<file path="src/rtl/tictactoe_pkg.sv">
// tictactoe_pkg: shared cell/result encodings, board-controller state enum and address constants.
package tictactoe_pkg;
   localparam logic [1:0] EMPTY = 2'b00;
   localparam logic [1:0] P1    = 2'b11;
   localparam logic [1:0] P2    = 2'b10;
   localparam logic [1:0] NOWIN = 2'b00;
   localparam logic [1:0] TIE   = 2'b01;
   localparam logic [1:0] P1WIN = 2'b11;
   localparam logic [1:0] P2WIN = 2'b10;
   localparam logic [3:0] BAD_ADDR = 4'b1111;
   typedef enum logic [1:0] {P1_TURN, P2_TURN, CHECK, DONE} bc_state_e;
endpackage

</file>
<file path="src/rtl/board_controller_if.sv">
// board_controller_if: move-request inputs and board/status outputs of the board controller.
//   master: move sources (playerWrite/playerAddr, aiAddr/aiWriteN), observes status.
//   slave : board controller, drives gBoard, cellState, result, moveCount, illegalMove.
interface board_controller_if;
   logic        playerWrite;
   logic [3:0]  playerAddr;
   logic [3:0]  aiAddr;
   logic        aiWriteN;
   logic [17:0] gBoard;
   logic [1:0]  cellState;
   logic [1:0]  result;
   logic [3:0]  moveCount;
   logic        illegalMove;
   modport master (
      output playerWrite, playerAddr, aiAddr, aiWriteN,
      input  gBoard, cellState, result, moveCount, illegalMove
   );
   modport slave (
      input  playerWrite, playerAddr, aiAddr, aiWriteN,
      output gBoard, cellState, result, moveCount, illegalMove
   );
endinterface

</file>
<file path="src/rtl/board_controller_win_detect.sv">
// win_detect: combinational three-in-a-row detector for one player code.
//   gBoard_i: 18-bit board, cell i at [2i+1:2i], row-major.
//   code_i  : player code to test.   win_o: any row, column or diagonal fully owned.
module win_detect (
   input  logic [17:0] gBoard_i,
   input  logic [1:0]  code_i,
   output logic        win_o
);
   logic [8:0] m;
   for (genvar i = 0; i < 9; i++) begin : g_cell
      assign m[i] = gBoard_i[2*i +: 2] == code_i;
   end
   assign win_o = (&m[2:0]) | (&m[5:3]) | (&m[8:6]) |
                  (m[0] & m[3] & m[6]) | (m[1] & m[4] & m[7]) | (m[2] & m[5] & m[8]) |
                  (m[0] & m[4] & m[8]) | (m[2] & m[4] & m[6]);
endmodule

</file>
<file path="src/rtl/board_controller.sv">
// board_controller: validates and writes tic-tac-toe moves, sequences turns, publishes win/tie.
//   ph1/ph2: two-phase clock, state advances on ph1 rising.   reset: sync, active-high.
//   bus    : board_controller_if.slave (move requests in, board and game status out).
//   BOARD_CTRL_AI_FIRST_EN: when defined the AI (player 2) moves first after reset.
module board_controller
   import tictactoe_pkg::*;
(
   input  logic ph1,
   input  logic ph2,
   input  logic reset,
   board_controller_if.slave bus
);
`ifdef BOARD_CTRL_AI_FIRST_EN
   localparam bc_state_e RST_STATE = P2_TURN;
`else
   localparam bc_state_e RST_STATE = P1_TURN;
`endif
   bc_state_e   state_q, state_d;
   logic [1:0]  mover_q, mover_d, result_q, result_d, turn;
   logic [17:0] board_q, board_d;
   logic [3:0]  count_q, count_d, addr;
   logic        ill_q, ill_d, req, free, wr, win, unused_ph2;
   logic [31:0] ext;

   assign unused_ph2 = ph2;
   // zero-padded board so out-of-range addresses index safely; they are rejected anyway
   assign ext  = {14'd0, board_q};
   assign turn = state_q == P1_TURN ? P1 : P2;
   assign addr = state_q == P1_TURN ? bus.playerAddr : bus.aiAddr;
   assign req  = state_q == P1_TURN ? bus.playerWrite : state_q == P2_TURN && !bus.aiWriteN;
   assign free = addr <= 4'd8 && ext[{addr, 1'b0} +: 2] == EMPTY;
   assign wr   = req && free;

   win_detect u_win (.gBoard_i(board_q), .code_i(mover_q), .win_o(win));

   always_comb begin
      state_d  = state_q;
      mover_d  = mover_q;
      board_d  = board_q;
      count_d  = count_q;
      result_d = result_q;
      ill_d    = req && !free;
      if (wr) begin
         board_d[{addr, 1'b0} +: 2] = turn;
         count_d = count_q == 4'd9 ? count_q : count_q + 4'd1;
         mover_d = turn;
         state_d = CHECK;
      end
      // a win on the ninth move takes precedence over the tie
      if (state_q == CHECK) begin
         result_d = win ? (mover_q == P1 ? P1WIN : P2WIN) : count_q == 4'd9 ? TIE : NOWIN;
         state_d  = win || count_q == 4'd9 ? DONE : mover_q == P1 ? P2_TURN : P1_TURN;
      end
   end

   always_ff @(posedge ph1) begin
      if (reset) begin
         state_q  <= RST_STATE;
         mover_q  <= P1;
         board_q  <= '0;
         count_q  <= '0;
         result_q <= NOWIN;
         ill_q    <= 1'b0;
      end else begin
         state_q  <= state_d;
         mover_q  <= mover_d;
         board_q  <= board_d;
         count_q  <= count_d;
         result_q <= result_d;
         ill_q    <= ill_d;
      end
   end

   assign bus.gBoard      = board_q;
   assign bus.cellState   = state_q == P1_TURN ? P1 : state_q == P2_TURN ? P2 :
                            state_q == CHECK ? mover_q : EMPTY;
   assign bus.result      = result_q;
   assign bus.moveCount   = count_q;
   assign bus.illegalMove = ill_q;
endmodule

</file>
<file path="src/flat_wrapper.sv">
// flat-port wrapper written by rule: the top's interface ports become plain ports
module board_controller_flat import tictactoe_pkg::*;
  (ph1, ph2, reset, bus_playerWrite, bus_playerAddr, bus_aiAddr, bus_aiWriteN, bus_gBoard, bus_cellState, bus_result, bus_moveCount, bus_illegalMove);
  board_controller_if bus_i ();
  input  logic ph1;
  input  logic ph2;
  input  logic reset;
  input wire logic [$bits(bus_i.playerWrite)-1:0] bus_playerWrite;
  input wire logic [$bits(bus_i.playerAddr)-1:0] bus_playerAddr;
  input wire logic [$bits(bus_i.aiAddr)-1:0] bus_aiAddr;
  input wire logic [$bits(bus_i.aiWriteN)-1:0] bus_aiWriteN;
  output wire logic [$bits(bus_i.gBoard)-1:0] bus_gBoard;
  output wire logic [$bits(bus_i.cellState)-1:0] bus_cellState;
  output wire logic [$bits(bus_i.result)-1:0] bus_result;
  output wire logic [$bits(bus_i.moveCount)-1:0] bus_moveCount;
  output wire logic [$bits(bus_i.illegalMove)-1:0] bus_illegalMove;
  assign bus_i.playerWrite = bus_playerWrite;
  assign bus_i.playerAddr = bus_playerAddr;
  assign bus_i.aiAddr = bus_aiAddr;
  assign bus_i.aiWriteN = bus_aiWriteN;
  assign bus_gBoard = bus_i.gBoard;
  assign bus_cellState = bus_i.cellState;
  assign bus_result = bus_i.result;
  assign bus_moveCount = bus_i.moveCount;
  assign bus_illegalMove = bus_i.illegalMove;
  board_controller u_core (.ph1(ph1), .ph2(ph2), .reset(reset), .bus(bus_i));
endmodule
</file>
<file path="config.mk">
export PLATFORM = sky130hd
export DESIGN_NAME = board_controller_flat
export DESIGN_NICKNAME = d
export VERILOG_FILES = /design/src/rtl/tictactoe_pkg.sv /design/src/rtl/board_controller_if.sv /design/src/rtl/board_controller_win_detect.sv /design/src/rtl/board_controller.sv /design/src/flat_wrapper.sv
export SDC_FILE = /design/constraint.sdc
export NUM_CORES = 1
export LEC_CHECK = 0
export CORE_MARGIN = 2
export CORE_UTILIZATION = 54
export CTS_CLUSTER_DIAMETER = 40
export DETAILED_ROUTE_END_ITERATION = 10
export GPL_TIMING_DRIVEN = 0
export PLACE_DENSITY = 0.85
export SYNTH_ARGS = -nofsm -noshare
export SYNTH_HDL_FRONTEND = slang
export SYNTH_SLANG_ARGS = --single-unit
</file>
<file path="constraint.sdc">
create_clock -name ph1 -period 7.6 [get_ports ph1]
set_input_delay 1.14 -clock ph1 [delete_from_list [all_inputs] [get_ports ph1]]
set_output_delay 1.14 -clock ph1 [all_outputs]
set_load 0.1 [all_outputs]
</file>
**After elaboration in Yosys (flattened, before gate mapping)**

Index checks and enable logic that the tools add are counted.

- Add/subtract/negate cells: 2
- $lt $le $gt $ge: 1
- Eq/ne operators: 13
- Shift operators: 3
- Multiplexer cells: 14
- Bitwise gates (word level): 18
- Reductions and logical operators: 14

Operators with widths:

| cell | count |
|---|---|
| 32-bit by 6-bit indexed part select with 2-bit output | 1 |
| 18-bit bitwise mux | 1 |
| 2-bit equality test | 9 |
| 2-bit by 7-bit variable shift with 18-bit output (first input constant) | 1 |
| 2-bit by 7-bit indexed part select with 18-bit output | 1 |
| 2-bit two-way mux | 7 |
| 1-bit AND | 10 |
| 3-bit AND reduction | 3 |
| 5-bit negation with 7-bit output | 1 |
| 1-bit OR | 7 |
| 1-bit two-way mux | 5 |
| 4-bit by 1-bit adder with 4-bit output (second input constant) | 1 |
| 2-bit equality test (second input constant) | 2 |
| 4-bit equality test (second input constant) | 1 |
| 4-bit <= comparator (second input constant) | 1 |
| 1-bit logical AND | 4 |
| 2-bit logical NOT | 2 |
| 4-bit two-way mux | 1 |
| 2-bit by 1-bit equality test with 1-bit output (second input constant) | 1 |
| 1-bit logical NOT | 2 |
| 2-bit AND reduction | 1 |
| 2-bit nonzero test | 1 |
| 1-bit logical OR | 1 |
| 1-bit inverter | 1 |

- Register bits after elaboration: 29
- Input port bits: 13
- Output and inout bits: 27
- Logic and storage cells: 71

**Logic depth before layout (Yosys ltp)**

Gate-level depths: netlist of the first run.

- Depth after elaboration: 12
- Mapped depth: 10
- Gate-level depth less buffers: 9

**By module**

From an unflattened synthesis of the first run, not the netlist that was laid out.

- Cell total of the unflattened synthesis: 231
- Area, all modules: 1879.3 µm²

By module, submodules not included:

| module | times used | cells an instance | area each (µm²) | sequential area each (µm²) |
|---|---|---|---|---|
| board_controller | 1 | 178 | 1515.2 | 560.5 |
| win_detect | 1 | 53 | 364.1 | 0.0 |

**Worst setup path after synthesis of the first run**

OpenSTA, ideal clock, no wires.

- Path type: register -> output
- From: register u_core.mover_q[0]
- To: output bus_cellState[0]
- Arrival time: 2205 ps
- Path slack: 4255 ps
- Stages on the path, launching flop included: 4
- Path through: dfxtp_1 -> clkbuf_1 -> inv_1 -> a21oi_1

- Cells in the longest elaborated chain, start to end: 3

RTL lines:

| element | RTL line | RTL |
|---|---|---|
| start: declaration | board_controller.sv:19 | `logic [1:0] mover_q, mover_d, result_q, result_d, turn;` |
| start signal: assignment | board_controller.sv:66 | `mover_q <= mover_d;` |
| 2-bit two-way mux | board_controller.sv:76 | `state_q == CHECK ? mover_q : EMPTY;` |
| 2-bit two-way mux (2 in series) | board_controller.sv:75 | `assign bus.cellState = state_q == P1_TURN ? P1 : state_q == P2_TURN ? P2 :` |
| end: declaration | flat_wrapper.sv:13 | `output wire logic [$bits(bus_i.cellState)-1:0] bus_cellState;` |

No other way between the ends.

**Worst setup path in the final report of the first run**

Ends and elaborated chain as after synthesis.

==> run_results.csv, run 1 <==
group,metric,value,unit
run_status,outcome,"finished, final reports clean",
critical_path,cp.required,6460,ps
floorplanning,io_pins,40,
routing,vias,1843,
synth,ys_ff_latch,28,
clock_network,cts_hold_buf,0,
sta,setup_tns,0,ps
critical_path,path_class,"reg2out",
sta,slew_violations,0,
routing,first_pass_iters,7,
layout,n_antenna_cell,0,
synth,synth_edf_count,0,
clock_network,clk_pin_slew,160,ps
synth,ys.warnings.count,0,
floorplanning,start_util,55.1,%
power,ir_drop,0.143,mV
synth,async_flop_share,0,%
placed_design,gp_congestion,0.943,
clock_network,clk_latency,330,ps
synth,ys_seq_area_share,31.0,%
routing,drt_iter0_drc,98,
global_route,grt_pass1_vias,1590,
clock_network,cts_tree,"yes",
worst_hold_path,hold_class,"reg2reg",
floorplanning,die-area,3830,um^2
synth,synth-main-ff-cell,"dfxtp_1",
synth,synthTopCellsByArea,"dfxtp_1 (31%), mux2i_1 (6.6%), nor3_1 (3.6%), a21oi_1 (3.3%), o211ai_1 (2.9%)",
global_route,track_usage,27.2,%
critical_path,rrSetupSlack,4620,ps
routing,wl_per_cell,16.9,um
layout,fin_nets,266,
placed_design,portBuffers,37,
synth,yosysMostFrequentCell,"dfxtp_1",
synth,synth_top_area_share,31.0,%
clock_network,cts_buffers,3,
critical_path,path_max_fanout,10,
synth,yosys.area.top_type,"dfxtp_1",
synth,ys_top_cells_by_count,"dfxtp_1 (28), nand2_1 (13), nor3_1 (13)",
sta,skew,6.93,ps
synth,synth_nets,224,
power,power_leakage,0.842,nW
critical_path,endpoint_kind,"output port",
sta,fmax,268,MHz
critical_path,arrival,2590,ps
floorplanning,die_w,61.9,um
global_route,grt_pass1_wl,7660,um
clock_network,root_buffer,"clkbuf_4",
global_route,grt_max_degree,17,
sta,whs,516,ps
sta,period_share,49.1,%
critical_path,worstSetupStartpoint,"u_core.mover_q[0]$_SDFFE_PP1P_",
sta,relSlewSlack,34.2,%
layout,fillers,275,
floorplanning,core_region_area,3280,um^2
routing,ant_nets,0,
power,design_power_total,0.000497,W
clock_network,h-tree-depth,1,
clock_network,cts_max_path_buffers,2,
critical_path,critPathCapture,"bus_cellState[0]",
synth,syn_area_per_cell,8.70,um^2
sta,finalHoldViolations,0,
sta,rsz0062_at_grt,"no",
floorplanning,die_h,61.9,um
routing,via_per_inst,6.25,
routing,routed_wl,5000,um
layout,syn2layout_area_growth,26.5,%
routing,drc_errors,0,
sta,tightest_slew,984,ps
sta,final-setup-viol-count,0,
floorplanning,row_count,21,
placed_design,hpwl,3790,um
sta,period_needed,3730,ps
layout,drive_above_1_share,10.0,%
clock_network,postCtsResizedCells,0,
synth,synthCells,208,
clock_network,clkSinkCount,28,
synth,syn_area,1810,um^2
critical_path,setup.worst_path.start_class,"flop",
global_route,overflow,0,
critical_path,r2r_cells,8,
power,power.density,217,nW/um^2
layout,fin_util,69.8,%
critical_path,rr_startpoint,"u_core.state_q[0]$_SDFFE_PP0P_",
clock_network,postCtsSetupRepairBufs,0,
flow_run,drv_cap,0,
global_route,antenna_found_initial,0,
synth,yosys.cell_types.count,53,
critical_path,rr_endpoint,"u_core.bus.gBoard[12]$_SDFFE_PP0P_",
sequential cells by signal (all words and copies together), names as in the netlist:
signal                  cells
u_core.bus.gBoard          18
u_core.bus.illegalMove      1
u_core.bus.moveCount        4
u_core.bus.result           2
u_core.mover_q              1
u_core.state_q              2
cells by family after synthesis:
| group | count (synthesis) | synth area share (%) |
|---|---|---|
| buffers and inverters | 21 | 5.39 |
| muxes | 17 | 10.2 |
| and+or+nand+nor | 84 | 27.5 |
| adders and majority gates | 3 | 2.07 |
| AOI/OAI and AO/OA | 51 | 22.0 |
| DFF | 28 | 31.0 |
| xor gates and xnor gates | 4 | 1.94 |
metrics by stage:
| stage | setup slack, ps | std cells | instance area [um^2] |
|---|---|---|---|
| after floorplan | 4260 | 208 | 1810 |
| after global placement | 3880 | 291 | 2240 |
| after detailed placement | 3860 | 291 | 2240 |
| after CTS | 3890 | 295 | 2290 |
| after global routing | 3720 | 295 | 2290 |
| final | 3870 | 295 | 2290 |
cells in the final DEF, fill, tap and decap left out, types with 7 or more instances in the layout:
| cell type | synthesis | final |
|---|---|---|
| dfxtp_1 | 28 | 28 |
| and3_1 | 7 | 7 |
| nand2_1 | 13 | 13 |
| a21oi_1 | 12 | 12 |
| clkdlybuf4s50_1 | 0 | 37 |
| nor3_1 | 13 | 13 |
| o211ai_1 | 7 | 7 |
| inv_1 | 12 | 12 |
| o21ai_0 | 7 | 7 |
| mux2i_1 | 12 | 12 |
| nor2_1 | 12 | 12 |
per-layer routing:
layer	track usage [%]	up-vias	share of wire [%]
li1	-	878	-
met1	38.7	857	44
met2	42.6	92	45
met3	3.73	16	8.5
met4	9.12	0	2.2
met5	0	-	0
cell type report:
| type | instances | area [um^2] | share of cell area, % |
|---|---|---|---|
| Multi-Input combinational cell | 159 | 1150 | 50.3 |
| Sequential cell | 28 | 561 | 24.5 |
| Timing Repair Buffer | 37 | 370 | 16.2 |
| Tap cell | 46 | 57.6 | 2.51 |
| Buffer | 8 | 48.8 | 2.13 |
| Inverter | 13 | 48.8 | 2.13 |
| Clock inverter | 1 | 30.0 | 1.31 |
| Clock buffer | 3 | 22.5 | 0.983 |
how the worst min path moves through the flow:
stage | startpoint | to | slack [ps] | depth (start not counted)
final | u_core.bus.gBoard[7]$_SDFFE_PP0P_ | u_core.bus.gBoard[7]$_SDFFE_PP0P_ | 520 | 2
after global routing | u_core.bus.gBoard[7]$_SDFFE_PP0P_ | u_core.bus.gBoard[7]$_SDFFE_PP0P_ | 540 | 2
after CTS | u_core.bus.gBoard[7]$_SDFFE_PP0P_ | u_core.bus.gBoard[7]$_SDFFE_PP0P_ | 520 | 2
after detailed placement | u_core.bus.gBoard[7]$_SDFFE_PP0P_ | u_core.bus.gBoard[7]$_SDFFE_PP0P_ | 490 | 2
after global placement | u_core.bus.result[1]$_SDFFE_PP0P_ | u_core.bus.result[1]$_SDFFE_PP0P_ | 490 | 2
after floorplan | u_core.state_q[0]$_SDFFE_PP0P_ | u_core.state_q[0]$_SDFFE_PP0P_ | 610 | 3
critical path, stage by stage, from the launching register on:
cell             delay, ps
dfxtp_1                410
clkbuf_1               430
inv_1                  120
a21oi_1                150
clkdlybuf4s50_1       1150
report_power, final:
group	internal, W	switching (W)	leakage (nW)
clock	0.0000534	0.0000457	0.0279
combinational	0.0000754	0.000154	0.587
sequential	0.000157	0.0000115	0.227
total	0.000285	0.000211	0.842
Note: power is estimated with default switching activity, not from simulation.
==> inputs of run 2 (changes only) <==
--- a/config.mk
+++ b/config.mk
@@ -6,11 +6,11 @@
 export NUM_CORES = 1
 export LEC_CHECK = 0
 export CORE_MARGIN = 2
-export CORE_UTILIZATION = 54
+export CORE_UTILIZATION = 45
 export CTS_CLUSTER_DIAMETER = 40
 export DETAILED_ROUTE_END_ITERATION = 10
 export GPL_TIMING_DRIVEN = 0
-export PLACE_DENSITY = 0.85
+export PLACE_DENSITY = 0.75
 export SYNTH_ARGS = -nofsm -noshare
 export SYNTH_HDL_FRONTEND = slang
 export SYNTH_SLANG_ARGS = --single-unit
==> constraint.sdc (replaced) <==
create_clock -name ph1 -period 3.04 [get_ports ph1]
set_input_delay 0.456 -clock ph1 [delete_from_list [all_inputs] [get_ports ph1]]
set_output_delay 0.456 -clock ph1 [all_outputs]
set_load 0.1 [all_outputs]
==> run_results.csv, run 2 (synthesized netlist as in run 1, its figures left out) <==
group,metric,value,unit
critical_path,cp.required,3200,ps
clock_network,cts_max_path_buffers,2,
sta,rsz0062_at_grt,"no",
clock_network,root_buffer,"clkbuf_8",
critical_path,path_class,"in2reg",
floorplanning,core_region_area,3940,um^2
clock_network,cts_buffers,3,
placed_design,portBuffers,37,
power,p_sw,0.000537,W
routing,drc_errors,0,
layout,final_cell_mix,"clkdlybuf4s50_1 (36), dfxtp_1 (28), nand2_1 (13), nor3_1 (13)",
floorplanning,io_pins,40,
critical_path,cp_slowest_stage_delay,620,ps
power,p_int,0.000758,W
power,swShare,41.5,%
sta,fmax,352,MHz
clock_network,clkSinkCount,28,
run_status,outcome,"finished, final reports clean",
floorplanning,start_util,45.9,%
critical_path,cp_num_buf_inv,2,
placed_design,gp_congestion,0.885,
layout,fin_util,59.1,%
critical_path,setup.worst_path.start_class,"primary input",
global_route,grt.met3_usage,3.33,%
sta,finalHoldViolations,0,
power,p_comb_share,44.6,%
global_route,top_usage_layer,"met2",
sta,slew_violations,0,
critical_path,path_max_fanout,7,
sta,period_needed,2840,ps
global_route,track_usage,23.3,%
clock_network,clk_latency,280,ps
power,design_power_total,0.00129,W
power,power.density,556,nW/um^2
sta,setup_tns,0,ps
global_route,grt_max_degree,17,
floorplanning,die_h,67.4,um
routing,drt_iter0_drc,105,
floorplanning,row_count,23,
layout,n_antenna_cell,0,
routing,wl_per_cell,17.0,um
flow_run,drv_cap,0,
global_route,antenna_found_initial,0,
floorplanning,die-area,4550,um^2
routing,first_pass_iters,4,
global_route,overflow,0,
power,p_clk_share,22.9,%
layout,fin_nets,266,
critical_path,cpMaxStageDelayCell,"or4_1",
sta,tightest_slew,978,ps
critical_path,cp_top_family,"simple AND/OR/NAND/NOR gates",
global_route,use_met1,32.1,%
floorplanning,die_w,67.4,um
power,ir_drop,0.290,mV
layout,drive_above_1_share,10.4,%
routing,ant_nets,0,
critical_path,endpoint_kind,"flop",
sta,skew,8.87,ps
critical_path,critical_path.cell_chain,"clkdlybuf4s50_1 > nor3b_2 > or2_2 > inv_1 > ha_1 > nor3_1 > a31oi_1 > or4_1 > mux2i_1",
sta,relSlewSlack,34.6,%
routing,via_per_inst,5.95,
clock_network,h-tree-depth,1,
worst_hold_path,hold_class,"reg2reg",
clock_network,cts_tree,"yes",
power,power_leakage,0.853,nW
sta,period_share,93.4,%
sta,final-setup-viol-count,0,
critical_path,arrival,3000,ps
global_route,gr-usage-met2,35.8,%
layout,largest_register_ffs,18,
routing,routed_wl,5070,um
clock_network,postCtsSetupRepairBufs,0,
placed_design,hpwl,3750,um
routing,vias,1778,
layout,final_common_cell,"clkdlybuf4s50_1",
global_route,grt_pass1_wl,7900,um
global_route,grt_pass1_vias,1633,
clock_network,clk_pin_slew,100,ps
power,seqPwrFrac,32.5,%
layout,syn2layout_area_growth,28.6,%
==> run 2: final cells by class <==
type | instances | area (um^2)
Buffer | 8 | 48.8
Clock buffer | 3 | 41.3
Clock inverter | 1 | 30.0
Fill cell | 368 | 1610
Inverter | 13 | 48.8
Multi-Input combinational cell | 159 | 1160
Sequential cell | 28 | 561
Tap cell | 50 | 62.6
Timing Repair Buffer | 37 | 373
==> run 2: worst paths after layout <==
check / start / endpoint / slack, ps / cells after the start
setup / recovery: bus_playerAddr[1] / u_core.bus.gBoard[10]$_SDFFE_PP0P_ / 200 / 9
hold / removal: u_core.bus.result[1]$_SDFFE_PP0P_ / u_core.bus.result[1]$_SDFFE_PP0P_ / 500 / 2
setup reg to reg: u_core.state_q[1]$_SDFFE_PP0P_ / u_core.bus.gBoard[10]$_SDFFE_PP0P_ / 210 / 8
hold reg to reg: u_core.bus.result[1]$_SDFFE_PP0P_ / u_core.bus.result[1]$_SDFFE_PP0P_ / 500 / 2
==> run 2: stage by stage <==
stage | worst slack [ps] | hold slack, ps | cell area, um^2 | cells
after floorplan | 379 | 606 | 1810 | 208
after detailed placement | -109 | 486 | 2240 | 295
final | 201 | 501 | 2330 | 299
after global placement | -30.2 | 489 | 2240 | 295
after global routing | 17.8 | 546 | 2330 | 299
after CTS | 58.7 | 510 | 2310 | 299
==> run 2: timing repair <==
action	CTS	global route
resized for setup	0	3
setup endpoints to repair	0	14
hold buffers	0	0
==> run 2: per-layer routing <==
layer | wire [um] | up-vias
met2 | 2210 | 62
met5 | 0 | -
li1 | - | 881
met3 | 291 | 16
met4 | 153 | 0
met1 | 2420 | 819
==> run 2: tightest hold or removal path, stage by stage (launching register included) <==
cell and delay [ps]:
dfxtp_1 340, mux2i_1 60, nor2_1 70
==> run 2: power by group through the flow <==
stage | combinational [W] | clock, W | sequential [W]
after floorplan | 0.000317 | 0 | 0.000547
after global routing | 0.000617 | 0.000309 | 0.000425
after detailed placement | 0.000567 | 0 | 0.000427
after global placement | 0.000559 | 0 | 0.000427
after CTS | 0.000570 | 0.000300 | 0.000419
final | 0.000578 | 0.000297 | 0.000420
==> inputs of run 3 (changes only) <==
--- a/config.mk
+++ b/config.mk
@@ -14,3 +14,4 @@
 export SYNTH_ARGS = -nofsm -noshare
 export SYNTH_HDL_FRONTEND = slang
 export SYNTH_SLANG_ARGS = --single-unit
+export TNS_END_PERCENT = 50
==> results of run 3 <==
The final DEF is identical to that of run 2; final timing and power are the same.
